**src/rtl/run_monitor_pkg.sv**
```systemverilog
// Shared types and counter helpers for the run controller / cycle profiler.
package run_monitor_pkg;

    typedef enum logic [2:0] {
        IDLE,
        RUN,
        DUMP_C,
        DUMP_M,
        DONE
    } state_t;

    function automatic logic [63:0] all_ones(input int unsigned w);
        return (w >= 64) ? '1 : ((64'd1 << w) - 64'd1);
    endfunction

    function automatic logic [63:0] sat_inc(input logic [63:0] v, input int unsigned w);
        return (v == all_ones(w)) ? v : v + 64'd1;
    endfunction

endpackage

```
**src/rtl/run_monitor_ch.sv**
```systemverilog
// One monitored CPU channel: drives start_work and captures its finishing cycle.
module run_monitor_ch
    import run_monitor_pkg::*;
#(
    parameter int CNT_W = 32
) (
    input  logic             clk,
    input  logic             reset,
    input  logic             load,
    input  logic             en,
    input  logic             active,
    input  logic             abort,
    input  logic             end_work,
    input  logic [CNT_W-1:0] cnt,
    output logic             start_work,
    output logic             fin,
    output logic [CNT_W-1:0] count
);

    logic hit;

    assign hit = active && !fin && end_work;

    // A disabled channel is marked finished at load so the all-finished check ignores it.
    always_ff @(posedge clk) begin
        if (reset) begin
            start_work <= 1'b0;
            fin        <= 1'b0;
            count      <= '0;
        end else if (load) begin
            start_work <= en;
            fin        <= !en;
            count      <= '0;
        end else if (hit) begin
            start_work <= 1'b0;
            fin        <= 1'b1;
            count      <= cnt;
        end else if (abort) begin
            start_work <= 1'b0;
            if (!fin) begin
                fin   <= 1'b1;
                count <= CNT_W'(all_ones(CNT_W));
            end
        end
    end

endmodule

```
**src/rtl/run_monitor.sv**
```systemverilog
// Run controller: starts CPU channels, profiles run lengths, then sequences dump pulses.
module run_monitor
    import run_monitor_pkg::*;
#(
    parameter int N_CH        = 2,
    parameter int CNT_W       = 32,
    parameter int TIMEOUT     = 0,
    parameter int DUMP_CYCLES = 1,
    parameter int DUMP_MEM    = 1
) (
    input  logic                  clk,
    input  logic                  reset,
    input  logic                  start,
    input  logic [N_CH-1:0]       ch_en,
    output logic [N_CH-1:0]       start_work,
    input  logic [N_CH-1:0]       end_work,
    output logic                  c_dump,
    output logic                  m_dump,
    output logic                  busy,
    output logic                  done,
    output logic                  timeout,
    output logic [N_CH*CNT_W-1:0] cycles_ch,
    output logic [CNT_W-1:0]      total_cycles
);

    localparam int DW = (DUMP_CYCLES > 1) ? $clog2(DUMP_CYCLES) : 1;

    state_t            state;
    logic [CNT_W-1:0]  cnt;
    logic [DW-1:0]     dcnt;
    logic [N_CH-1:0]   fin;
    logic              load;
    logic              active;
    logic              abort;
    logic              all_done;

    assign load     = (state == IDLE) && start;
    assign active   = (state == RUN);
    // A channel whose end_work is high this cycle finishes now, so count it as done already.
    assign all_done = &(fin | end_work);
    assign abort    = active && (TIMEOUT != 0) && (cnt == CNT_W'(TIMEOUT)) && !all_done;

    for (genvar i = 0; i < N_CH; i++) begin : g_ch
        run_monitor_ch #(.CNT_W(CNT_W)) u_ch (
            .clk       (clk),
            .reset     (reset),
            .load      (load),
            .en        (ch_en[i]),
            .active    (active),
            .abort     (abort),
            .end_work  (end_work[i]),
            .cnt       (cnt),
            .start_work(start_work[i]),
            .fin       (fin[i]),
            .count     (cycles_ch[i*CNT_W +: CNT_W])
        );
    end

    always_ff @(posedge clk) begin
        if (reset) begin
            state        <= IDLE;
            cnt          <= '0;
            dcnt         <= '0;
            c_dump       <= 1'b0;
            m_dump       <= 1'b0;
            busy         <= 1'b0;
            done         <= 1'b0;
            timeout      <= 1'b0;
            total_cycles <= '0;
        end else begin
            case (state)
                IDLE: begin
                    if (start) begin
                        cnt          <= CNT_W'(1);
                        total_cycles <= '0;
                        timeout      <= 1'b0;
                        busy         <= 1'b1;
                        if (ch_en == '0) begin
                            state  <= DUMP_C;
                            c_dump <= 1'b1;
                            dcnt   <= '0;
                        end else begin
                            state <= RUN;
                        end
                    end
                end
                RUN: begin
                    cnt <= CNT_W'(sat_inc(64'(cnt), CNT_W));
                    if (all_done) begin
                        total_cycles <= cnt;
                        state        <= DUMP_C;
                        c_dump       <= 1'b1;
                        dcnt         <= '0;
                    end else if (abort) begin
                        timeout      <= 1'b1;
                        total_cycles <= CNT_W'(TIMEOUT);
                        state        <= DUMP_C;
                        c_dump       <= 1'b1;
                        dcnt         <= '0;
                    end
                end
                DUMP_C: begin
                    if (dcnt == DW'(DUMP_CYCLES - 1)) begin
                        c_dump <= 1'b0;
                        dcnt   <= '0;
                        if (DUMP_MEM != 0) begin
                            m_dump <= 1'b1;
                            state  <= DUMP_M;
                        end else begin
                            done  <= 1'b1;
                            busy  <= 1'b0;
                            state <= DONE;
                        end
                    end else begin
                        dcnt <= dcnt + DW'(1);
                    end
                end
                DUMP_M: begin
                    if (dcnt == DW'(DUMP_CYCLES - 1)) begin
                        m_dump <= 1'b0;
                        dcnt   <= '0;
                        done   <= 1'b1;
                        busy   <= 1'b0;
                        state  <= DONE;
                    end else begin
                        dcnt <= dcnt + DW'(1);
                    end
                end
                DONE: begin
                    if (!start) begin
                        done  <= 1'b0;
                        state <= IDLE;
                    end
                end
                default: state <= IDLE;
            endcase
        end
    end

endmodule

```
**config.mk**
```make
export PLATFORM = sky130hd
export DESIGN_NAME = run_monitor
export DESIGN_NICKNAME = d
export VERILOG_FILES = /design/src/rtl/run_monitor_pkg.sv /design/src/rtl/run_monitor_ch.sv /design/src/rtl/run_monitor.sv
export SDC_FILE = /design/constraint.sdc
export NUM_CORES = 1
export LEC_CHECK = 0
export CORE_AREA = 3 3 109 111
export DETAILED_ROUTE_END_ITERATION = 8
export DIE_AREA = 0 0 112 114
export HOLD_SLACK_MARGIN = 0.08
export PLACE_DENSITY = 0.79
export SLEW_MARGIN = 20
export SYNTH_ARGS = -nofsm -noshare
export SYNTH_HDL_FRONTEND = slang
export SYNTH_HIERARCHICAL = 1
export SYNTH_SLANG_ARGS = --single-unit
```
**constraint.sdc**
```tcl
create_clock -name clk -period 2.8 [get_ports clk]
set_clock_uncertainty 0.1 [all_clocks]
set_input_delay 0.84 -clock clk [delete_from_list [all_inputs] [get_ports clk]]
set_output_delay 0.84 -clock clk [all_outputs]
set_load 0.05 [all_outputs]
```
==> out/qor.csv, run 1 <==
metric,value,unit
status,finished clean,
post-synthesis compound-gate area fraction,0.2954,
Setup TNS Final,0,ns
crit path time final,2.677,ns
Synth top cells by count,"139 x dfxtp_1, 60 x o221a_1, 58 x nor2_1",
worst path buffer plus inverter count,1,
"Slowest-stage cell, CP",clkdlybuf4s50_1,
post-synthesis simple-gate area fraction,0.1567,
unrepaired setup endpoints after global routing,false,
initial antenna violation count,0,
DR DRC count,0,
min-delay src,busy,
total wire length,16350,um
"CP delay by family, top",buffers and inverters,
clock latency on the worst-skew pair,0.53,ns
CP Cell Sequence,clkdlybuf4s50_1,
Layout Nets,677,
R2R Setup Slk,0.29,ns
RD Place Congestion,0.8703,
Inserted Clock Buffers,17,
reg-to-reg critical path startpoint,state[0],
r2r worst-path depth,5,
Total Routing Usage GR,0.2583,
DP Wirelength,10970,um
P per Cell Area,719.3,mW/mm^2
post-synth top area cell,dfxtp_1,
worst path required time,1.86,ns
Critical R2R Capture,g_ch[1].u_ch/count[6],
die height,114,um
Crit Path Class,reg2out,
Worst Path Arrival,1.74,ns
worst-path fanout max,3,
critical path launch point,done,
vias in the first global route,4918,
#FFs+latches synth,139,
Final Max Slew Viols,0,
Setup Buffers After CTS,0,
Syn Std Cell Area,0.005654,sq mm
1st-pass router iterations,6,
ANT cells,0,
VDD IR max,0.7233,mV
I/O pin cnt,110,
leakage,2.760,nW
Multi-input gate area,0.002621,sq mm
hold depth,2,
# H-tree levels,4,
TritonCTS clock tree,yes,
Synth Area in XOR/XNOR,0.001549,
Filler cells,829,
Yosys warning count,6,
Async SR Flop Fraction,0,
clock slew at reported path FFs,0.06,ns
max-cap violation count,0,
Non-Filler Instances,822,
"Distinct cells, synth",70,
Worst setup SP type,register,
wire length per cell,19.89,um
"Setup violations, final",0,
multiplexer share of the synthesized area,0.001770,
most numerous cell in the Yosys netlist,dfxtp_1,
global route overflow,0,
Via-to-Cell Ratio,6.240,
Layout area overhead,34.17,%
fmax,0.3736,GHz
remaining antenna violation count after routing,0,
share of layout cells above drive strength 1,0.1584,
Synth area leaders,"dfxtp_1 49%, o221a_1 12%, a22oi_1 4.2%",
Tcrit/Tclk final,0.9561,
Post-synth EDFFs,0,
post_cts resized,0,
Register Area,0.002783,sq mm
largest net degree at the start of global routing,44,
IO buf count,108,
Max Root-Sink Buffers,2,
endpoints failing hold,0,
max incr delay on CP,0.83,ns
power after layout,5.457,mW
Rows,38,
top_reg_cell synth,dfxtp_1,
worst hold path class,reg2reg,
Yosys top cell area share,0.4921,
number of sinks on the clock net,139,
sequential fraction of the synthesis area,0.4921,
first-pass GRT wire length,26420,um
Initial Util,0.5193,
Synth Instances,545,
Area after DPL,0.006998,sq mm
Core Area,0.01089,sq mm
Slew Limit Headroom,0.4344,
adder-cell area share of the yosys netlist,0.002213,
CP Capture Type,primary output,
Final Instance Area,0.007586,sq mm
DR vias,5129,
clk root buf,clkbuf_8,
Die Area,0.01277,sq mm
chip width,112,um
cell count after placement,790,
Least-Margin Pin Slew,0.8465,ns
Hold Path Sink,busy,
main combinational cell family by area after synthesis,compound AO/OA/AOI/OAI gates,
Post-CTS Hold Fix Bufs,0,
DR iter-0 viols,499,
Post-Syn Area per Cell,10.37,sq um
-- stage by stage --
step / setup WS [ns] / utilization / hold slack (ns)
final: 0.1230 / 0.6967 / 0.3866
after global routing: 0.08569 / 0.6967 / 0.4204
after CTS: 0.1198 / 0.6967 / 0.3941
after detailed placement: 0.03677 / 0.6427 / 0.3860
after global placement: 0.1468 / 0.6427 / 0.3744
after floorplan: 0.3901 / - / 0.3752
-- flip-flops by register name (all words and copies together) (netlist names) --
name,cells
g_ch.u_ch/count,64
cnt,32
total_cycles,32
state,3
g_ch.u_ch/fin,2
g_ch.u_ch/start_work,2
busy,1
c_dump,1
done,1
m_dump,1
-- power breakdown --
group          total [mW]  switching, mW  internal (mW)
sequential           2.18         0.0842           2.10
clock                2.20          0.835           1.36
combinational        1.07          0.714          0.361
-- layer usage --
layer  up-vias  global-route usage  routed length, um
met5         -                   0                  0
met4         0             0.09455                247
met3        27             0.05676               1061
met2       209              0.4121               7806
met1      2518              0.3474               7232
li1       2375                   -                  -
-- worst max path at each step --
stage / endpoint / slack (ns) / depth (start not counted)
2_1_floorplan: total_cycles[0] / 0.39 / 6
3_3_place_gp: g_ch[0].u_ch/count[18] / 0.15 / 7
3_5_place_dp: g_ch[0].u_ch/count[27] / 0.04 / 7
4_1_cts: done / 0.12 / 1
5_1_grt: busy / 0.09 / 1
6_report: done / 0.12 / 1
-- worst reg2reg max path, cell delays in order (launching register included) --
cell	delay [ns]
dfxtp_1	0.55
or3b_1	0.43
clkinv_2	0.27
a21oi_2	0.12
nor2_4	0.66
o221a_1	0.32
-- kinds of logic after synthesis --
family,Yosys count
compound gates,189
xor+xnor,1
fa+ha+maj,1
buf+inv,51
flops,139
mux,1
other cells,1
simple gates,162
-- layout by cell type, fill, tap and decap left out, drive strengths merged, types with 3 or more instances in the layout --
master / count
conb: 7
a211oi: 5
nand2b: 4
a31o: 4
nor4: 5
nor2: 62
nand2: 28
and2: 6
a21oi: 15
a22oi: 32
o221a: 64
a21o: 3
o21ai: 9
clkinv: 5
clkdlybuf4s50: 107
inv: 3
buf: 40
dfxtp: 139
clkbuf: 23
a311oi: 6
and3: 5
a31oi: 24
o21a: 3
nor3b: 3
nor3: 12
a41oi: 5
nand4: 11
nand3: 14
-- layout make-up --
cell class | instances | share of cell area
clock buffers | 23 | 0.06284
clock inverters | 9 | 0.01468
inverters | 3 | 0.001649
multi-input cells | 361 | 0.3455
flip-flops and latches | 139 | 0.3668
well taps | 140 | 0.02309
repair buffers | 147 | 0.1854
(Power assumes the default switching activity.)
==> inputs of run 2 (changes only) <==
--- a/config.mk
+++ b/config.mk
@@ -10,6 +10,7 @@
 export DIE_AREA = 0 0 112 114
 export HOLD_SLACK_MARGIN = 0.08
 export PLACE_DENSITY = 0.79
+export SKIP_CTS_REPAIR_TIMING = 1
 export SLEW_MARGIN = 20
 export SYNTH_ARGS = -nofsm -noshare
 export SYNTH_HDL_FRONTEND = slang
==> results of run 2 <==
Final layout, timing and power as in run 1 (identical DEF).
